File: src/rtl/mem_arbiter_if.sv
// Bundle of the IFU, LSU and memory-side signals around the shared memory port.
// The slave modport is the arbiter's view; master is the requesters plus memory model.
interface mem_arbiter_if;
  logic        if_req_valid;
  logic        if_req_ready;
  logic [31:0] if_addr;
  logic        if_resp_valid;
  logic [31:0] if_rdata;

  logic        ls_req_valid;
  logic        ls_req_ready;
  logic [31:0] ls_addr;
  logic        ls_wen;
  logic [2:0]  ls_memop;
  logic [31:0] ls_wdata;
  logic        ls_resp_valid;
  logic [31:0] ls_rdata;

  logic [31:0] mem_addr;
  logic        mem_rd;
  logic        mem_wr;
  logic [2:0]  mem_op;
  logic [31:0] mem_wdata;
  logic [31:0] mem_rdata;

  modport slave (
    input  if_req_valid, if_addr,
    input  ls_req_valid, ls_addr, ls_wen, ls_memop, ls_wdata,
    input  mem_rdata,
    output if_req_ready, if_resp_valid, if_rdata,
    output ls_req_ready, ls_resp_valid, ls_rdata,
    output mem_addr, mem_rd, mem_wr, mem_op, mem_wdata
  );

  modport master (
    output if_req_valid, if_addr,
    output ls_req_valid, ls_addr, ls_wen, ls_memop, ls_wdata,
    output mem_rdata,
    input  if_req_ready, if_resp_valid, if_rdata,
    input  ls_req_ready, ls_resp_valid, ls_rdata,
    input  mem_addr, mem_rd, mem_wr, mem_op, mem_wdata
  );
endinterface

File: src/rtl/mem_arbiter.sv
// Round-robin arbiter and fixed-latency sequencer sharing one memory port
// between the instruction fetch unit and the load/store unit.
module mem_arbiter #(
  parameter int unsigned LATENCY = 1
) (
  input logic          clk,
  input logic          rst_n,
  mem_arbiter_if.slave bus
);

  typedef enum logic [1:0] {StIdle, StIssue, StWait, StResp} state_e;

  localparam logic [3:0] LatCnt = 4'(LATENCY);
  localparam logic [2:0] OpWord = 3'b010;

  state_e      state_q;
  logic        prio_if_q;   // 1: IFU wins a tie, 0: LSU wins a tie
  logic        owner_ls_q;
  logic        owner_wr_q;
  logic [3:0]  cnt_q;
  logic [31:0] mem_addr_q;
  logic        mem_rd_q;
  logic        mem_wr_q;
  logic [2:0]  mem_op_q;
  logic [31:0] mem_wdata_q;
  logic [31:0] if_rdata_q;
  logic [31:0] ls_rdata_q;
  logic        if_resp_q;
  logic        ls_resp_q;

  logic grant_if;
  logic grant_ls;
  logic capture;

  always_comb begin
    grant_if = 1'b0;
    grant_ls = 1'b0;
    if (state_q == StIdle) begin
      grant_if = bus.if_req_valid && (!bus.ls_req_valid || prio_if_q);
      grant_ls = bus.ls_req_valid && (!bus.if_req_valid || !prio_if_q);
    end
  end

  // The counter starts at fire, so it reaches 1 exactly LATENCY cycles after the
  // fire cycle; that is the cycle whose mem_rdata belongs to this command.
  assign capture = ((state_q == StIssue) || (state_q == StWait)) && (cnt_q == 4'd1);

  always_ff @(posedge clk or negedge rst_n) begin
    if (!rst_n) begin
      state_q     <= StIdle;
      prio_if_q   <= 1'b0;
      owner_ls_q  <= 1'b0;
      owner_wr_q  <= 1'b0;
      cnt_q       <= 4'd0;
      mem_addr_q  <= 32'h0;
      mem_rd_q    <= 1'b0;
      mem_wr_q    <= 1'b0;
      mem_op_q    <= 3'b000;
      mem_wdata_q <= 32'h0;
      if_rdata_q  <= 32'h0;
      ls_rdata_q  <= 32'h0;
      if_resp_q   <= 1'b0;
      ls_resp_q   <= 1'b0;
    end else begin
      case (state_q)
        StIdle: begin
          if (grant_ls) begin
            mem_addr_q  <= bus.ls_addr;
            mem_op_q    <= bus.ls_memop;
            mem_wdata_q <= bus.ls_wdata;
            mem_rd_q    <= !bus.ls_wen;
            mem_wr_q    <= bus.ls_wen;
            owner_ls_q  <= 1'b1;
            owner_wr_q  <= bus.ls_wen;
            prio_if_q   <= 1'b1;
            cnt_q       <= LatCnt;
            state_q     <= StIssue;
          end else if (grant_if) begin
            mem_addr_q  <= bus.if_addr;
            mem_op_q    <= OpWord;
            mem_wdata_q <= 32'h0;
            mem_rd_q    <= 1'b1;
            mem_wr_q    <= 1'b0;
            owner_ls_q  <= 1'b0;
            owner_wr_q  <= 1'b0;
            prio_if_q   <= 1'b0;
            cnt_q       <= LatCnt;
            state_q     <= StIssue;
          end
        end
        StIssue: begin
          mem_rd_q <= 1'b0;
          mem_wr_q <= 1'b0;
          cnt_q    <= cnt_q - 4'd1;
          state_q  <= StWait;
        end
        StWait: begin
          if (cnt_q == 4'd0) begin
            if_resp_q <= !owner_ls_q;
            ls_resp_q <= owner_ls_q;
            state_q   <= StResp;
          end else begin
            cnt_q <= cnt_q - 4'd1;
          end
        end
        StResp: begin
          if_resp_q <= 1'b0;
          ls_resp_q <= 1'b0;
          state_q   <= StIdle;
        end
        default: state_q <= StIdle;
      endcase

      // Stores complete without touching ls_rdata.
      if (capture) begin
        if (!owner_ls_q) begin
          if_rdata_q <= bus.mem_rdata;
        end else if (!owner_wr_q) begin
          ls_rdata_q <= bus.mem_rdata;
        end
      end
    end
  end

  assign bus.if_req_ready  = grant_if;
  assign bus.ls_req_ready  = grant_ls;
  assign bus.mem_addr      = mem_addr_q;
  assign bus.mem_rd        = mem_rd_q;
  assign bus.mem_wr        = mem_wr_q;
  assign bus.mem_op        = mem_op_q;
  assign bus.mem_wdata     = mem_wdata_q;
  assign bus.if_rdata      = if_rdata_q;
  assign bus.ls_rdata      = ls_rdata_q;
  assign bus.if_resp_valid = if_resp_q;
  assign bus.ls_resp_valid = ls_resp_q;

endmodule

File: src/flat_wrapper.sv
// flat-port wrapper written by rule: the top's interface ports become plain ports
module mem_arbiter_flat 
#(
  parameter int unsigned LATENCY = 1
)
  (clk, rst_n, bus_if_req_valid, bus_if_addr, bus_ls_req_valid, bus_ls_addr, bus_ls_wen, bus_ls_memop, bus_ls_wdata, bus_mem_rdata, bus_if_req_ready, bus_if_resp_valid, bus_if_rdata, bus_ls_req_ready, bus_ls_resp_valid, bus_ls_rdata, bus_mem_addr, bus_mem_rd, bus_mem_wr, bus_mem_op, bus_mem_wdata);
  mem_arbiter_if bus_i ();
  input logic clk;
  input logic rst_n;
  input wire logic [$bits(bus_i.if_req_valid)-1:0] bus_if_req_valid;
  input wire logic [$bits(bus_i.if_addr)-1:0] bus_if_addr;
  input wire logic [$bits(bus_i.ls_req_valid)-1:0] bus_ls_req_valid;
  input wire logic [$bits(bus_i.ls_addr)-1:0] bus_ls_addr;
  input wire logic [$bits(bus_i.ls_wen)-1:0] bus_ls_wen;
  input wire logic [$bits(bus_i.ls_memop)-1:0] bus_ls_memop;
  input wire logic [$bits(bus_i.ls_wdata)-1:0] bus_ls_wdata;
  input wire logic [$bits(bus_i.mem_rdata)-1:0] bus_mem_rdata;
  output wire logic [$bits(bus_i.if_req_ready)-1:0] bus_if_req_ready;
  output wire logic [$bits(bus_i.if_resp_valid)-1:0] bus_if_resp_valid;
  output wire logic [$bits(bus_i.if_rdata)-1:0] bus_if_rdata;
  output wire logic [$bits(bus_i.ls_req_ready)-1:0] bus_ls_req_ready;
  output wire logic [$bits(bus_i.ls_resp_valid)-1:0] bus_ls_resp_valid;
  output wire logic [$bits(bus_i.ls_rdata)-1:0] bus_ls_rdata;
  output wire logic [$bits(bus_i.mem_addr)-1:0] bus_mem_addr;
  output wire logic [$bits(bus_i.mem_rd)-1:0] bus_mem_rd;
  output wire logic [$bits(bus_i.mem_wr)-1:0] bus_mem_wr;
  output wire logic [$bits(bus_i.mem_op)-1:0] bus_mem_op;
  output wire logic [$bits(bus_i.mem_wdata)-1:0] bus_mem_wdata;
  assign bus_i.if_req_valid = bus_if_req_valid;
  assign bus_i.if_addr = bus_if_addr;
  assign bus_i.ls_req_valid = bus_ls_req_valid;
  assign bus_i.ls_addr = bus_ls_addr;
  assign bus_i.ls_wen = bus_ls_wen;
  assign bus_i.ls_memop = bus_ls_memop;
  assign bus_i.ls_wdata = bus_ls_wdata;
  assign bus_i.mem_rdata = bus_mem_rdata;
  assign bus_if_req_ready = bus_i.if_req_ready;
  assign bus_if_resp_valid = bus_i.if_resp_valid;
  assign bus_if_rdata = bus_i.if_rdata;
  assign bus_ls_req_ready = bus_i.ls_req_ready;
  assign bus_ls_resp_valid = bus_i.ls_resp_valid;
  assign bus_ls_rdata = bus_i.ls_rdata;
  assign bus_mem_addr = bus_i.mem_addr;
  assign bus_mem_rd = bus_i.mem_rd;
  assign bus_mem_wr = bus_i.mem_wr;
  assign bus_mem_op = bus_i.mem_op;
  assign bus_mem_wdata = bus_i.mem_wdata;
  mem_arbiter #(.LATENCY(LATENCY)) u_core (.clk(clk), .rst_n(rst_n), .bus(bus_i));
endmodule
File: config.mk
export PLATFORM = sky130hd
export DESIGN_NAME = mem_arbiter_flat
export DESIGN_NICKNAME = d
export VERILOG_FILES = /design/src/rtl/mem_arbiter_if.sv /design/src/rtl/mem_arbiter.sv /design/src/flat_wrapper.sv
export SDC_FILE = /design/constraint.sdc
export NUM_CORES = 1
export LEC_CHECK = 0
export CORE_UTILIZATION = 35
export DETAILED_ROUTE_END_ITERATION = 8
export HOLD_SLACK_MARGIN = 0.08
export PLACE_DENSITY = 0.69
export SLEW_MARGIN = 20
export SYNTH_ARGS = -nofsm -noshare
export SYNTH_HDL_FRONTEND = slang
export SYNTH_SLANG_ARGS = --single-unit
File: constraint.sdc
create_clock -name clk -period 5.3 [get_ports clk]
set_input_delay 1.06 -clock clk [delete_from_list [all_inputs] [get_ports clk]]
set_output_delay 1.06 -clock clk [all_outputs]
set_load 0.02 [all_outputs]
==> impl_metrics.env, run 1 <==
export IMPL_crit_chain="clkdlybuf4s50_1, nand2_2, nor2_4, clkdlybuf4s50_1"
export IMPL_grt_max_degree=113
export IMPL_synth_seq_area_share_pct=57.4
export IMPL_first_iter_violations=185
export IMPL_htree_levels=4
export IMPL_antenna_left=0
export IMPL_power_total_uw=6560
export IMPL_core_um2=17400
export IMPL_finalMaxSlewViolations=0
export IMPL_overflow=0
export IMPL_wirelength_mm=17.4
export IMPL_regToRegSetupSlack_ps=2860
export IMPL_gp_congestion=0.786
export IMPL_status="finished, final reports clean"
export IMPL_syn_area_um2=6240
export IMPL_antenna_found_initial=0
export IMPL_syn_area_per_cell_um2=13.3
export IMPL_crit_type="input port to output pin"
export IMPL_async_reset_ff_share_pct=100
export IMPL_mostFrequentLayoutCell="clkdlybuf4s50_1"
export IMPL_cp_slowest_cell="clkdlybuf4s50_1"
export IMPL_seq_area_um2=3580
export IMPL_hold_viol=0
export IMPL_synth_top_area_share_pct=57.4
export IMPL_clk_pin_slew_worst_paths_ps=60
export IMPL_grt_pass1_vias=5068
export IMPL_ios=273
export IMPL_ys_flop_type="dfrtp_1"
export IMPL_hold_buffers=0
export IMPL_cpPeakStageDelay_ps=670
export IMPL_wl_per_cell_um=18.0
export IMPL_instances_no_fill=967
export IMPL_design_area_um2=9630
export IMPL_track_usage_pct=19.3
export IMPL_initial_utilization_pct=35.9
export IMPL_skew_ps=13.5
export IMPL_num_rows=48
export IMPL_num_antenna_cells=0
export IMPL_die_area_um2=18400
export IMPL_vias=4913
export IMPL_route_detailed_drc=0
export IMPL_fmax_mhz=243
export IMPL_clk_path_buf_depth=2
export IMPL_post_cts_buffers=0
export IMPL_drive_above_1_share_pct=15.0
export IMPL_dp_hpwl_mm=12.1
export IMPL_min_path_type="flop to flop"
export IMPL_yosysWarnings=0
export IMPL_multi_input_area_um2=2400
export IMPL_final_nets=873
export IMPL_synth_largest_area_cell="dfrtp_1"
export IMPL_vdd_drop_max_uv=354
export IMPL_synth_cells=470
export IMPL_detailed_place_area_um2=9020
export IMPL_grt_first_pass_wirelength_mm=27.5
export IMPL_fin_crit_sh_pct=77.7
export IMPL_cp_start_kind="input port"
export IMPL_synth_seq_cells=143
export IMPL_cts_buffers=17
export IMPL_dr_pass1_iters=4
export IMPL_cts_tree="done"
export IMPL_root_buffer="clkbuf_16"
export IMPL_clock_sinks=143
export IMPL_min_period_ps=4120
export IMPL_cts_resized=0
export IMPL_die_h_um=135
export IMPL_synth_edf_count=0
export IMPL_crit_buf_inv=2
export IMPL_crit_required_ps=4240
export IMPL_path_delay_family="buffers and inverters"
export IMPL_rsz0062_at_grt="false"
export IMPL_setup_tns_ps=0
export IMPL_holdWs_ps=485
export IMPL_final_cell_mix="271 x clkdlybuf4s50_1, 143 x dfrtp_1, 60 x mux2_4"
export IMPL_synth_area_top_cells="dfrtp_1 57%, mux2_4 14%, a22o_1 5.1%, a31oi_1 3.2%, nand3_1 2.6%"
export IMPL_clock_latency_ps=420
export IMPL_arrival_ps=3060
export IMPL_die_w_um=135
export IMPL_syn_to_final_growth_pct=54.5
export IMPL_p_leak_uw=0.00413
export IMPL_placedCellCount=935
export IMPL_drv_cap=0
export IMPL_syn_nets=614
export IMPL_power_density_nw_per_um2=681
export IMPL_setup_viol=0
export IMPL_worstMarginPinSlew_ps=905
export IMPL_num_fill_cells=1394
export IMPL_path_common_cell="clkdlybuf4s50_1"
export IMPL_end_kind="output pin"
export IMPL_crit_fanout=35
export IMPL_via_per_inst=5.08
export IMPL_synthDistinctLibCells=43
export IMPL_port_buffers=272
export IMPL_relSlewSlack_pct=39.6
[report_power, final]
group	internal, µW	switching, µW	total (µW)
clock network	712	507	1220
registers	1640	324	1960
logic	1760	1620	3380
[final cells by class]
class / instances / area share [%]
flip-flops and latches: 143 / 37.1
repair buffers: 276 / 28.6
multi-input cells: 286 / 24.9
clock buffers: 18 / 4.45
well taps: 225 / 2.92
clock inverters: 14 / 1.77
inverters: 5 / 0.195
[sequential cells by signal, summed over array words and instances (netlist names)]
name	count
u_core.owner_wr_q	1
u_core.bus.mem_wr	1
u_core.bus.ls_rdata	32
u_core.bus.ls_resp_valid	1
u_core.state_q	2
u_core.prio_if_q	1
u_core.bus.if_rdata	32
u_core.cnt_q	4
u_core.bus.mem_rd	1
u_core.bus.if_resp_valid	1
u_core.bus.mem_wdata	32
u_core.bus.mem_op	3
u_core.bus.mem_addr	32
[synthesized netlist by cell type (all sizes together), types with 2 or more instances]
cell / count
dfrtp: 143
mux2: 68
nor2: 37
o21ai: 37
a22o: 36
nand3: 33
a31oi: 32
buf: 25
clkbuf: 11
ha: 8
nand2: 6
inv: 5
o31ai: 4
a21oi: 2
and2: 2
nand2b: 2
nor2b: 2
nor3b: 2
o32a: 2
[kinds of logic after synthesis]
logic type | Yosys count | share of synthesized area (%)
fa+ha+maj | 8 | 1.60
simple gates | 90 | 7.52
mux | 69 | 16.0
compound gates | 119 | 13.1
buf+inv | 41 | 4.33
flops | 143 | 57.4
[worst paths after layout]
kind | start | end | cells after the start
hold / removal | u_core.bus.if_rdata[0]$_DFFE_PN0P_ | u_core.bus.if_rdata[0]$_DFFE_PN0P_ | 1
min in group asynchronous | rst_n | u_core.bus.if_rdata[10]$_DFFE_PN0P_ | 1
max in group asynchronous | rst_n | u_core.bus.ls_rdata[13]$_DFFE_PN0P_ | 2
setup / recovery | bus_ls_req_valid | bus_ls_req_ready | 4
setup reg to reg | u_core.state_q[0]$_DFFE_PN0P_ | u_core.bus.ls_rdata[15]$_DFFE_PN0P_ | 4
hold reg to reg | u_core.bus.if_rdata[0]$_DFFE_PN0P_ | u_core.bus.if_rdata[0]$_DFFE_PN0P_ | 1
[routing by layer]
layer | up-vias | global-route usage (%) | share of wire, %
met1 | 2421 | 23.9 | 43
met3 | 20 | 7.71 | 9.3
met2 | 237 | 31.2 | 46
met5 | - | 0 | 0
met4 | 0 | 5.31 | 1.2
li1 | 2235 | - | -
[per-stage QoR]
| step | worst slack (ps) | utilization [%] |
|---|---|---|
| after floorplan | 2430 | - |
| after global placement | 1250 | 52.0 |
| final | 1180 | 55.5 |
| after global routing | 1060 | 55.5 |
| after CTS | 1200 | 55.4 |
| after detailed placement | 1200 | 52.0 |
(Power assumes the default switching activity.)
==> run 2, diff against run 1 <==
clock period = 4.2 ns   (was 5.3 ns; I/O delays follow)
==> impl_metrics.env, run 2 (synthesis results as in run 1) <==
export IMPL_initial_utilization_pct=35.9
export IMPL_grt_max_degree=103
export IMPL_route_detailed_drc=0
export IMPL_ios=273
export IMPL_vdd_drop_max_uv=408
export IMPL_port_buffers=272
export IMPL_antenna_found_initial=0
export IMPL_wl_per_cell_um=17.8
export IMPL_finalMaxSlewViolations=0
export IMPL_die_h_um=135
export IMPL_hold_buffers=0
export IMPL_cp_start_kind="input port"
export IMPL_setup_viol=0
export IMPL_htree_levels=4
export IMPL_rsz0062_at_grt="false"
export IMPL_vias=4880
export IMPL_min_path_type="flop to flop"
export IMPL_end_kind="output pin"
export IMPL_skew_ps=11.4
export IMPL_cp_slowest_cell="clkdlybuf4s50_1"
export IMPL_clk_pin_slew_worst_paths_ps=60
export IMPL_clock_sinks=143
export IMPL_crit_fanout=6
export IMPL_reg2regPathDepth=4
export IMPL_status="finished, final reports clean"
export IMPL_overflow=0
export IMPL_rr_startpoint="u_core.state_q[0]$_DFFE_PN0P_"
export IMPL_core_um2=17400
export IMPL_cpPeakStageDelay_ps=640
export IMPL_drv_cap=0
export IMPL_cp_endpoint="bus_if_req_ready"
export IMPL_syn_to_final_growth_pct=54.5
export IMPL_num_fill_cells=1432
export IMPL_clk_path_buf_depth=2
export IMPL_cts_tree="done"
export IMPL_mostFrequentLayoutCell="clkdlybuf4s50_1"
export IMPL_arrival_ps=2430
export IMPL_first_iter_violations=232
export IMPL_relSlewSlack_pct=37.2
export IMPL_cts_resized=0
export IMPL_grt_pass1_vias=5135
export IMPL_final_setup_worst_slack_ps=925
export IMPL_antenna_left=0
export IMPL_p_leak_uw=0.00412
export IMPL_num_rows=48
export IMPL_gp_congestion=0.764
export IMPL_path_common_cell="clkdlybuf4s50_1"
export IMPL_crit_required_ps=3360
export IMPL_fmax_mhz=305
export IMPL_final_cell_mix="271 x clkdlybuf4s50_1, 143 x dfrtp_1, 60 x mux2_4"
export IMPL_via_per_inst=5.03
export IMPL_rr_endpoint="u_core.bus.ls_rdata[7]$_DFFE_PN0P_"
export IMPL_crit_chain="clkdlybuf4s50_1, nand2_1, a21oi_1, clkdlybuf4s50_1"
export IMPL_power_density_nw_per_um2=854
export IMPL_power_total_uw=8220
export IMPL_dp_hpwl_mm=12.1
export IMPL_grt_first_pass_wirelength_mm=27.3
export IMPL_dr_pass1_iters=7
export IMPL_die_area_um2=18400
export IMPL_worstMarginPinSlew_ps=942
export IMPL_setup_tns_ps=0
export IMPL_wirelength_mm=17.3
export IMPL_num_antenna_cells=0
export IMPL_cts_buffers=17
export IMPL_hold_viol=0
export IMPL_track_usage_pct=19.3
export IMPL_crit_type="input port to output pin"
export IMPL_regToRegSetupSlack_ps=1760
export IMPL_min_period_ps=3270
export IMPL_drive_above_1_share_pct=15.1
export IMPL_dp_slack_ps=948
export IMPL_root_buffer="clkbuf_16"
export IMPL_crit_path_start="bus_if_req_valid"
export IMPL_die_w_um=135
export IMPL_fin_crit_sh_pct=78.0
export IMPL_final_nets=877
export IMPL_holdWs_ps=476
export IMPL_clock_latency_ps=420
export IMPL_post_cts_buffers=0
-- run 2: layout make-up --
| class | count | area, µm² | area share [%] |
|---|---|---|---|
| Clock buffer | 18 | 429 | 4.45 |
| Multi-Input combinational cell | 286 | 2400 | 24.9 |
| Tap cell | 225 | 282 | 2.92 |
| Inverter | 5 | 18.8 | 0.195 |
| Clock inverter | 14 | 146 | 1.52 |
| Timing Repair Buffer | 280 | 2780 | 28.9 |
| Sequential cell | 143 | 3580 | 37.1 |
-- run 2: worst max-delay path, delay by kind of cell --
family / cells / cell delay (ps)
buffers and inverters: 2 / 1280
AO/OA/AOI/OAI: 1 / 190
AND/OR/NAND/NOR: 1 / 120
-- run 2: per-stage QoR --
| stage | util, % | instance area, µm² | cells |
|---|---|---|---|
| 3_5_place_dp | 52.2 | 9050 | 939 |
| 4_1_cts | 55.5 | 9630 | 971 |
| 6_report | 55.5 | 9630 | 971 |
| 5_1_grt | 55.5 | 9630 | 971 |
| 2_1_floorplan | - | 6240 | 470 |
| 3_3_place_gp | 52.2 | 9050 | 939 |
-- run 2: routing by layer --
layer | track usage [%] | vias up | wire, µm
met3 | 6.55 | 21 | 1500
met4 | 7.74 | 0 | 334
li1 | - | 2247 | -
met1 | 23.8 | 2373 | 7440
met5 | 0 | - | 0
met2 | 31.0 | 239 | 8050
-- run 2: worst min-delay path by stage --
stage	startpoint	endpoint	slack, ps	cells past startpoint
after floorplan	u_core.owner_wr_q$_DFFE_PN0P_	u_core.owner_wr_q$_DFFE_PN0P_	440	1
after global placement	u_core.owner_wr_q$_DFFE_PN0P_	u_core.owner_wr_q$_DFFE_PN0P_	460	1
after detailed placement	u_core.owner_wr_q$_DFFE_PN0P_	u_core.owner_wr_q$_DFFE_PN0P_	470	1
after CTS	u_core.owner_wr_q$_DFFE_PN0P_	u_core.owner_wr_q$_DFFE_PN0P_	480	1
after global routing	u_core.owner_wr_q$_DFFE_PN0P_	u_core.owner_wr_q$_DFFE_PN0P_	520	1
final	u_core.owner_wr_q$_DFFE_PN0P_	u_core.owner_wr_q$_DFFE_PN0P_	480	1
-- run 2: where the power goes --
group / switching, µW / internal, µW
registers: 408 / 2070
logic: 2050 / 2230
clock network: 633 / 835
total: 3090 / 5130
